`config.mk`:
```
export PLATFORM = sky130hd
export DESIGN_NAME = booth_ctrl
export DESIGN_NICKNAME = d
export VERILOG_FILES = /design/src/rtl/booth_ctrl.sv
export SDC_FILE = /design/constraint.sdc
export NUM_CORES = 1
export LEC_CHECK = 0
export CORE_AREA = 2 2 39 41
export CTS_BUF_LIST = sky130_fd_sc_hd__clkbuf_16
export CTS_CLUSTER_DIAMETER = 150
export DETAILED_ROUTE_END_ITERATION = 10
export DIE_AREA = 0 0 41 43
export HOLD_SLACK_MARGIN = 0.03
export PLACE_DENSITY = 0.64
export SKIP_LAST_GASP = 1
export SLEW_MARGIN = 15
export SYNTH_ARGS = -nofsm -noshare
export SYNTH_HDL_FRONTEND = slang
export SYNTH_SLANG_ARGS = --single-unit
```
`constraint.sdc`:
```
create_clock -name clock -period 1.3 [get_ports clock]
set_input_delay 0.13 -clock clock [delete_from_list [all_inputs] [get_ports clock]]
set_output_delay 0.13 -clock clock [all_outputs]
set_load 0.05 [all_outputs]
```
`src/rtl/booth_ctrl.sv`:
```
// booth_ctrl
// Sequencing controller for a radix-2 Booth multiplier datapath. It walks
// the accumulator (A) and multiplier (Q) registers through one load cycle
// followed by WIDTH evaluate/shift pairs, then pulses done for one cycle
// while the product sits in {A,Q}.
//
// Ports:
//   clock       rising-edge clock
//   _reset      asynchronous active-low reset
//   start       multiply request, only looked at while idle
//   q0          current LSB of the Q register
//   a_msb       current MSB (sign) of the A register
//   a_sel       A register mode {s1,s0}: 00 hold, 01 load, 10 shift, 11 ashift
//   q_sel       Q register mode, same encoding as a_sel
//   a_shift_in  serial input into A while shifting (sign replication)
//   m_load      load the multiplicand register
//   alu_op      00 pass A, 01 A+M, 10 A-M, 11 zero
//   busy        high from LOAD through the final SHIFT
//   done        one-cycle completion pulse

module booth_ctrl #(
   parameter int WIDTH = 8,
   parameter int CNT_W = 4
) (
   input  logic       clock,
   input  logic       _reset,
   input  logic       start,
   input  logic       q0,
   input  logic       a_msb,
   output logic [1:0] a_sel,
   output logic [1:0] q_sel,
   output logic       a_shift_in,
   output logic       m_load,
   output logic [1:0] alu_op,
   output logic       busy,
   output logic       done
);

   typedef enum logic [2:0] {
      IDLE  = 3'd0,
      LOAD  = 3'd1,
      EVAL  = 3'd2,
      SHIFT = 3'd3,
      DONE  = 3'd4
   } state_t;

   localparam logic [CNT_W-1:0] CNT_INIT = CNT_W'(WIDTH);
   localparam logic [CNT_W-1:0] CNT_ONE  = CNT_W'(1);

   state_t           state;
   logic             qm1;
   logic [CNT_W-1:0] cnt;

   // State sequencing plus the Booth bookkeeping. qm1 is the Q bit that was
   // shifted out on the previous iteration; it must capture q0 before the
   // shift lands, which happens naturally because the Q register updates on
   // the same edge. The counter is checked against one rather than zero so
   // the last SHIFT goes straight to DONE and cnt never wraps.
   always_ff @(posedge clock or negedge _reset) begin
      if (!_reset) begin
         state <= IDLE;
         qm1   <= 1'b0;
         cnt   <= '0;
      end else begin
         case (state)
            IDLE: begin
               if (start) begin
                  state <= LOAD;
               end
            end
            LOAD: begin
               qm1   <= 1'b0;
               cnt   <= CNT_INIT;
               state <= EVAL;
            end
            EVAL: begin
               state <= SHIFT;
            end
            SHIFT: begin
               qm1 <= q0;
               cnt <= cnt - CNT_ONE;
               if (cnt == CNT_ONE) begin
                  state <= DONE;
               end else begin
                  state <= EVAL;
               end
            end
            DONE: begin
               state <= IDLE;
            end
            default: begin
               state <= IDLE;
            end
         endcase
      end
   end

   // Datapath controls are decoded straight from the state register so that
   // an asynchronous reset, which forces IDLE, drops every control at once.
   // In EVAL the pair {q0,qm1} picks subtract (10), add (01) or hold; in
   // SHIFT both registers shift right with A's sign bit fed back into itself.
   always_comb begin
      a_sel      = 2'b00;
      q_sel      = 2'b00;
      a_shift_in = 1'b0;
      m_load     = 1'b0;
      alu_op     = 2'b00;
      busy       = 1'b0;
      done       = 1'b0;
      case (state)
         LOAD: begin
            m_load = 1'b1;
            q_sel  = 2'b01;
            a_sel  = 2'b01;
            alu_op = 2'b11;
            busy   = 1'b1;
         end
         EVAL: begin
            busy = 1'b1;
            case ({q0, qm1})
               2'b10: begin
                  a_sel  = 2'b01;
                  alu_op = 2'b10;
               end
               2'b01: begin
                  a_sel  = 2'b01;
                  alu_op = 2'b01;
               end
               default: begin
                  a_sel  = 2'b00;
                  alu_op = 2'b00;
               end
            endcase
         end
         SHIFT: begin
            a_sel      = 2'b10;
            q_sel      = 2'b10;
            a_shift_in = a_msb;
            busy       = 1'b1;
         end
         DONE: begin
            done = 1'b1;
         end
         default: begin
            a_sel = 2'b00;
         end
      endcase
   end

endmodule

```
After elaboration in Yosys (flattened, before gate mapping)
Index checks and enable logic that the tools add are counted.
Operators by class
  add/subtract/negate cells: 1
  eq/ne operators: 8
  reductions and logical operators: 4
  mux-type cells: 14
Operators with widths (number)
  2-bit one-hot mux with 2 select lines: 3
  3-bit one-hot mux with 4 select lines: 1
  4-bit one-hot mux with 2 select lines: 1
  3-bit by 2-bit == test with 1-bit output (second input constant): 2
  3-bit 2-to-1 mux: 2
  2-bit one-hot mux with 3 select lines: 1
  1-bit 2-to-1 mux: 5
  4-bit by 1-bit == test with 1-bit output (second input constant): 1
  4-bit by 1-bit subtractor with 4-bit output (second input constant): 1
  3-bit by 1-bit == test with 1-bit output (second input constant): 1
  3-bit == test (second input constant): 1
  3-bit zero test: 1
  3-bit OR reduction: 1
  2-bit by 1-bit == test with 1-bit output (second input constant): 1
  2-bit == test (second input constant): 1
  2-bit != test (second input constant): 1
  1-bit one-hot mux with 2 select lines: 1
  2-bit nonzero test: 1
  2-bit OR reduction: 1
Word-level totals
  bits in registers: 8
  input port bits: 5
  output and inout bits: 10
  word-level logic and storage cells: 30

Logic depth before layout (Yosys ltp)
Gate-level depths: netlist (run 1).
  word-level depth: 4
  gate-level depth with buffers: 4
  gate-level depth less buffers: 4

Worst setup path before layout (run 1)
Ideal clock, no wire load.
  kind: register to output
  start: register state[1]
  end: output q_sel[0]
  buffers on the path: 2
  arrival time: 2.171 ns
  setup slack: -1.001 ns
  data required time: 1.170 ns
  cell stages (with the launch flop): 4
  cell sequence: dfrtp_1 buf_2 nor3b_1 buf_4
Between the ends
  word-level cells in the longest chain between the ends: 2
  elaborated cells between the ends (all ways): 3
  classes of those cells: 2 x eq/ne; 1 x mux
Ends and longest elaborated chain
  start: declaration: line 50  | state_t state;
  start signal: assignment: line 61  | state <= IDLE;
  start signal: assignment: line 68  | state <= LOAD;
  start signal: assignment: line 74  | state <= EVAL;
  3-bit by 2-bit == test with 1-bit output / 3-bit by 1-bit == test with 1-bit output (equally long branches): line 110  | case (state)
  2-bit one-hot mux with 2 select lines *: line 110
  end: declaration: line 31  | output logic [1:0] q_sel,
Mark *: on every way between the ends. The rest lies on a longest branch, timed or not.

Worst setup path after layout (run 1)
  start: register qm1
  end: output a_sel[0]
Between the ends
  word-level cells in the longest chain between the ends: 4
  elaborated cells between the ends (all ways): 5
  classes of those cells: 2 x eq/ne; 2 x mux; 1 x reduce/logical
Ends and longest elaborated chain
  start: declaration: line 51  | logic qm1;
  start signal: assignment: line 80  | qm1 <= q0;
  2-bit by 1-bit == test with 1-bit output / 2-bit == test (equally long branches): line 120  | case ({q0, qm1})
  2-bit OR reduction (no source line) *
  1-bit 2-to-1 mux *: line 120
  2-bit one-hot mux with 3 select lines *: line 110
  end: declaration: line 30  | output logic [1:0] a_sel,
Marks and branches as above.

==> impl_metrics.env, run 1 <==
export IMPL_switching_share=0.407
export IMPL_cts_max_level=1
export IMPL_drive_gt1_frac=0.524
export IMPL_max_slew_margin=0.760
export IMPL_slowest_delay_ns=0.39
export IMPL_ys_seq_elements=8
export IMPL_status="complete, but fails checks"
export IMPL_nets=93
export IMPL_maxCapViolCount=0
export IMPL_hold_class="input pin to async pin"
export IMPL_maxClockFrequency_ghz=0.680
export IMPL_grt_max_degree=9
export IMPL_clockBufferDepth=2
export IMPL_cts_clk_slew_worst_paths_ns=0.03
export IMPL_ios=15
export IMPL_cp_end_kind="output port"
export IMPL_intPower_mw=1.80
export IMPL_cellPowerDensity_mw_per_mm2=3090
export IMPL_seqPwrFrac=0.160
export IMPL_leakage_nw=0.451
export IMPL_path_max_fanout=3
export IMPL_hold_viol_final=0
export IMPL_crit_reg2reg_launch="state[1]"
export IMPL_ys_types=23
export IMPL_die_height_um=43
export IMPL_hold_buffers=0
export IMPL_finalSetupViolCount=8
export IMPL_final_fill_count=97
export IMPL_path_buf_inv=1
export IMPL_r2r_setup_slack_ns=-0.01
export IMPL_tightest_slew_ns=0.359
export IMPL_gp_congestion=0.721
export IMPL_clkPwrFrac=0.166
export IMPL_synthesis_area_um2=495
export IMPL_syn2layout_area_growth_pct=98.0
export IMPL_coreArea_mm2=0.00138
export IMPL_portBuffers=14
export IMPL_grt_pass1_vias=456
export IMPL_cts_buffers=3
export IMPL_r2r_end="cnt[3]"
export IMPL_dieArea_mm2=0.00176
export IMPL_fin_worst_skew_ns=0.000606
export IMPL_period_share=1.13
export IMPL_ys_seq_area_frac=0.404
export IMPL_p_sw_mw=1.24
export IMPL_cts_tree="done"
export IMPL_synth_edff_count=0
export IMPL_stdcell_count=98
export IMPL_path_delay_family="flip-flops"
export IMPL_rsz0062_at_grt="true"
export IMPL_synth_warnings=0
export IMPL_dieWidth_um=41
export IMPL_dpl_hpwl_um=775
export IMPL_critPathLaunchType="register"
export IMPL_period_needed_ns=1.47
export IMPL_synth_most_common_cell="dfrtp_1"
export IMPL_drt_iter0_drc=4
export IMPL_setup_ws_ns=-0.171
export IMPL_antenna_found_initial=0
export IMPL_rows=14
export IMPL_cpMaxStageDelayCell="dfrtp_1"
export IMPL_drt_vias_per_instance=4.80
export IMPL_syn_nets=66
export IMPL_diodes=0
export IMPL_drc=0
export IMPL_cp_required_ns=1.17
export IMPL_synth_top_cells_by_area="dfrtp_1 (40%), ha_1 (10%), nand2_1 (5.3%)"
export IMPL_grt_overflow=0
export IMPL_root_buffer="clkbuf_16"
export IMPL_dp_cells=88
export IMPL_vias=470
export IMPL_wirelength_mm=1.19
export IMPL_synth_top_cell_by_area="dfrtp_1"
export IMPL_postSynthCellCount=57
export IMPL_worstRegToRegCells=5
export IMPL_synth_common_cells="dfrtp_1 (8), nand2_1 (7), nor2_1 (5)"
export IMPL_antenna_left=0
export IMPL_crit_type="register to output port"
export IMPL_grt_use_total=0.157
export IMPL_power_mw=3.03
export IMPL_grt_pass1_wl_mm=1.86
export IMPL_vdd_drop_max_uv=1650
export IMPL_floorplan_initialDensity=0.358
export IMPL_clock_latency_ns=0.23
export IMPL_cts_sinks=8
export IMPL_drt_first_pass_iters=4
export IMPL_async_reset_ff_frac=1.00
export IMPL_slew_viol_final=0
export IMPL_path_cells="ha_1 -> nand2b_4 -> a21oi_4 -> buf_12"
export IMPL_combPwrFrac=0.673
export IMPL_netlist_area_leader_share=0.404
export IMPL_synth_avg_cell_area_um2=8.69
export IMPL_drt_wirelength_per_cell_um=12.1
export IMPL_failed_checks="setup timing"
export IMPL_synth_ff_type="dfrtp_1"
export IMPL_critPathArrivalTime_ns=1.34
what timing repair did:
action,4_1_cts,5_1_grt
setup buffers,6,1
pin swaps,9,2
setup endpoints to repair,9,10
resized for setup,14,3
gates cloned,0,0
sequential cells by signal, indices dropped and copies added (netlist names):
name and count:
cnt 4, qm1 1, state 3
worst max-delay path by stage:
stage / start / endpoint / cells past startpoint
floorplan: state[2] / q_sel[0] / 3
global placement: q0 / a_sel[0] / 6
detailed placement: q0 / a_sel[0] / 6
CTS: qm1 / a_sel[0] / 4
global route: qm1 / a_sel[0] / 4
finish: qm1 / a_sel[0] / 4
power groups by stage:
stage          clock network, mW  registers [mW]  logic, mW
2_1_floorplan                  0           0.445       1.04
3_3_place_gp                   0           0.491       1.69
3_5_place_dp                   0           0.490       1.71
4_1_cts                    0.508           0.485       1.99
5_1_grt                    0.538           0.501       2.17
6_report                   0.505           0.487       2.04
per-layer routing:
metal | GRT usage | part of all wire | vias to the layer above
met5 | 0 | 0 | -
met4 | 0.100 | 0.0084 | 0
met3 | 0.0157 | 0.022 | 2
met2 | 0.250 | 0.54 | 10
met1 | 0.187 | 0.42 | 223
li1 | - | - | 235
placed cells by master, fill, tap and decap left out, drive strengths merged:
| master | count |
|---|---|
| buf | 22 |
| nand2 | 8 |
| dfrtp | 8 |
| nor2 | 5 |
| inv | 4 |
| o21ai | 4 |
| ha | 4 |
| clkbuf | 3 |
| clkdlybuf4s50 | 3 |
| a21oi | 3 |
| and2 | 3 |
| nand2b | 3 |
| and3b | 2 |
| nor3 | 2 |
| nor3b | 1 |
| and2b | 1 |
| nand4 | 1 |
| or2b | 1 |
| a211oi | 1 |
| a31oi | 1 |
| mux2i | 1 |
| dlygate4sd2 | 1 |
stage by stage:
stage,hold slack [ns],worst slack (ns),setup TNS (ns),util,instance area [µm²]
finish,0.180,-0.171,-0.766,0.709,981
global route,0.204,-0.209,-1.14,0.709,981
CTS,0.189,-0.165,-0.898,0.694,961
detailed placement,0.428,-0.253,-0.321,0.576,797
global placement,0.424,-0.223,-0.292,0.576,797
floorplan,-0.166,-0.188,-0.487,-,528
cells by family (layout without fill, tap and decap cells):
group                      after synthesis  count (layout)  share of synthesized area
AOI/OAI and AO/OA                        9               9                     0.0985
adders and majority gates                4               4                      0.101
buffers and inverters                    8              33                     0.0757
DFF                                      8               8                      0.404
muxes                                    1               1                     0.0202
and+or+nand+nor                         27              27                      0.301
final cells by class:
cell class / count / area (µm²) / share of cell area
inverter: 4 / 15.0 / 0.0153
sequential: 8 / 203 / 0.207
clock buffer: 3 / 75.1 / 0.0765
multi-input combinational: 41 / 320 / 0.327
tap: 16 / 20.0 / 0.0204
timing repair buffer: 26 / 348 / 0.355
(Power assumes the default switching activity.)
==> run 2: changes to the inputs <==
==> constraint.sdc (replaced) <==
create_clock -name clock -period 1.3 [get_ports clock]
set_input_delay 0.26 -clock clock [delete_from_list [all_inputs] [get_ports clock]]
set_output_delay 0.26 -clock clock [all_outputs]
set_load 0.05 [all_outputs]
==> run 2 against run 1 <==
Compared with the run above:
- the flow still finishes with violations (setup timing)
- combinational power increased by 9.8%
- design area up 6.1%
- sequential share of layout area shrank 1.2 points
- via count increased by 5.7%
- count of clock-buffer cells in the layout is the same
- largest cell class unchanged
- critical endpoint unchanged
- routed wire length increased by 8.7%
- critical path type unchanged
- clock skew hardly changed
- worst setup slack worse by 0.13 ns
==> impl_metrics.env, run 2 (synthesis results as in run 1) <==
export IMPL_status="complete, but fails checks"
export IMPL_failed_checks="setup timing"
export IMPL_syn2layout_area_growth_pct=110
export IMPL_rows=14
export IMPL_tightest_slew_ns=0.362
export IMPL_cts_buffers=3
export IMPL_floorplan_initialDensity=0.358
export IMPL_dpl_hpwl_um=764
export IMPL_leakage_nw=0.494
export IMPL_stdcell_area_mm2=0.00104
export IMPL_worstRegToRegCells=6
export IMPL_crit_type="register to output port"
export IMPL_wl_met3_um=34
export IMPL_dpl_worst_slack_ns=-0.503
export IMPL_crit_reg2reg_launch="state[0]"
export IMPL_maxCapViolCount=0
export IMPL_wl_met1_um=557
export IMPL_critPathArrivalTime_ns=1.34
export IMPL_dieWidth_um=41
export IMPL_fin_worst_skew_ns=0.000805
export IMPL_drt_first_pass_iters=2
export IMPL_grt_pass1_wl_mm=2.16
export IMPL_hold_viol_final=0
export IMPL_finalSetupViolCount=12
export IMPL_ios=15
export IMPL_final_common_cell="buf_4"
export IMPL_path_delay_family="flip-flops"
export IMPL_wirelength_mm=1.29
export IMPL_antenna_left=0
export IMPL_top_register="cnt"
export IMPL_antenna_found_initial=0
export IMPL_die_height_um=43
export IMPL_grt_max_degree=10
export IMPL_gp_congestion=0.700
export IMPL_period_share=1.23
export IMPL_diodes=0
export IMPL_root_buffer="clkbuf_16"
export IMPL_rsz0062_at_grt="true"
export IMPL_max_slew_margin=0.758
export IMPL_path_buf_inv=2
export IMPL_wl_met2_um=658
export IMPL_hold_buffers=0
export IMPL_nets=101
export IMPL_largest_register_ffs=4
export IMPL_final_fill_count=89
export IMPL_coreArea_mm2=0.00138
export IMPL_clockBufferDepth=2
export IMPL_slew_viol_final=0
export IMPL_grt_pass1_vias=518
export IMPL_hold_class="input pin to async pin"
export IMPL_cts_sinks=8
export IMPL_slowest_delay_ns=0.42
export IMPL_reg_top3="cnt: 4 flops, state: 3 flops, qm1: 1 flops"
export IMPL_grt_overflow=0
export IMPL_drt_wirelength_per_cell_um=12.2
export IMPL_cts_clk_slew_worst_paths_ns=0.04
export IMPL_top_layer="met4"
export IMPL_period_needed_ns=1.60
export IMPL_drive_gt1_frac=0.567
export IMPL_cp_end_kind="output port"
export IMPL_dpl_cell_area_um2=840
export IMPL_path_cells="and2b_2 -> buf_4 -> nand2b_4 -> a21oi_4 -> buf_12"
export IMPL_final_cell_mix="buf_4 (20), buf_12 (10), nand2_1 (7)"
export IMPL_maxClockFrequency_ghz=0.626
export IMPL_drt_vias_per_instance=4.69
export IMPL_cellPowerDensity_mw_per_mm2=3090
export IMPL_cp_required_ns=1.04
export IMPL_drt_iter0_drc=2
export IMPL_r2r_end="cnt[3]"
export IMPL_setup_ws_ns=-0.297
export IMPL_path_max_fanout=4
export IMPL_cpMaxStageDelayCell="dfrtp_2"
export IMPL_cts_max_level=1
export IMPL_dieArea_mm2=0.00176
export IMPL_critPathLaunchType="register"
export IMPL_portBuffers=14
export IMPL_r2r_setup_slack_ns=-0.11
export IMPL_grt_use_total=0.183
export IMPL_clock_latency_ns=0.23
export IMPL_cts_tree="done"
export IMPL_vdd_drop_max_uv=1650
export IMPL_vias=497
export IMPL_drc=0
==> run 2: power breakdown <==
| part | internal, mW | leakage [nW] | switching, mW |
|---|---|---|---|
| Sequential | 0.369 | 0.0928 | 0.112 |
| Clock | 0.395 | 0.0370 | 0.107 |
| Combinational | 1.17 | 0.364 | 1.07 |
==> run 2: stage by stage <==
step	utilization	hold slack, ns	setup TNS [ns]	instances	power [mW]
after floorplan	-	-0.0356	-1.40	57	1.52
after detailed placement	0.607	0.489	-1.07	94	2.33
after global placement	0.607	0.486	-1.03	94	2.31
final	0.752	0.315	-2.76	106	3.22
after CTS	0.703	0.321	-2.14	100	3.02
after global routing	0.752	0.337	-3.21	106	3.41
==> run 2: area by class of cell <==
class / instances / area (µm²) / share of cell area
multi-input cells: 41 / 339 / 0.326
flip-flops and latches: 8 / 203 / 0.195
well taps: 16 / 20.0 / 0.0192
repair buffers: 34 / 389 / 0.374
clock buffers: 3 / 75.1 / 0.0721
inverters: 4 / 15.0 / 0.0144
==> run 2: how the worst max path moves through the flow <==
stage	from	to	slack, ns	cells after the start
floorplan	state[2]	q_sel[0]	-0.27	3
global route	state[0]	a_sel[0]	-0.33	5
detailed placement	q0	a_sel[0]	-0.50	6
CTS	qm1	a_sel[0]	-0.29	4
global placement	q0	a_sel[0]	-0.48	6
finish	state[0]	a_sel[0]	-0.30	5
==> run 2: what timing repair did <==
item,4_1_cts,5_1_grt
resized for setup,10,6
pin swaps,3,4
endpoints found under the hold margin,0,0
buffers inserted,3,6
setup endpoints to repair,11,12
==> run 2: routing by layer <==
| layer | GRT usage | vias up |
|---|---|---|
| li1 | - | 251 |
| met2 | 0.253 | 12 |
| met3 | 0.0262 | 4 |
| met5 | 0 | - |
| met4 | 0.160 | 0 |
| met1 | 0.236 | 230 |
==> run 2: worst register-to-register path: stages (launching register included) <==
cell and delay [ns]:
dfrtp_2 0.42, buf_4 0.15, and3b_2 0.22, buf_4 0.13, buf_4 0.13, a211oi_2 0.17
a31oi_1 0.06
==> run 3: changes to the inputs <==
CTS_CLUSTER_DIAMETER = not set   (was 150)
==> results of run 3 <==
No change in the layout: final DEF, timing and power equal those of run 2.
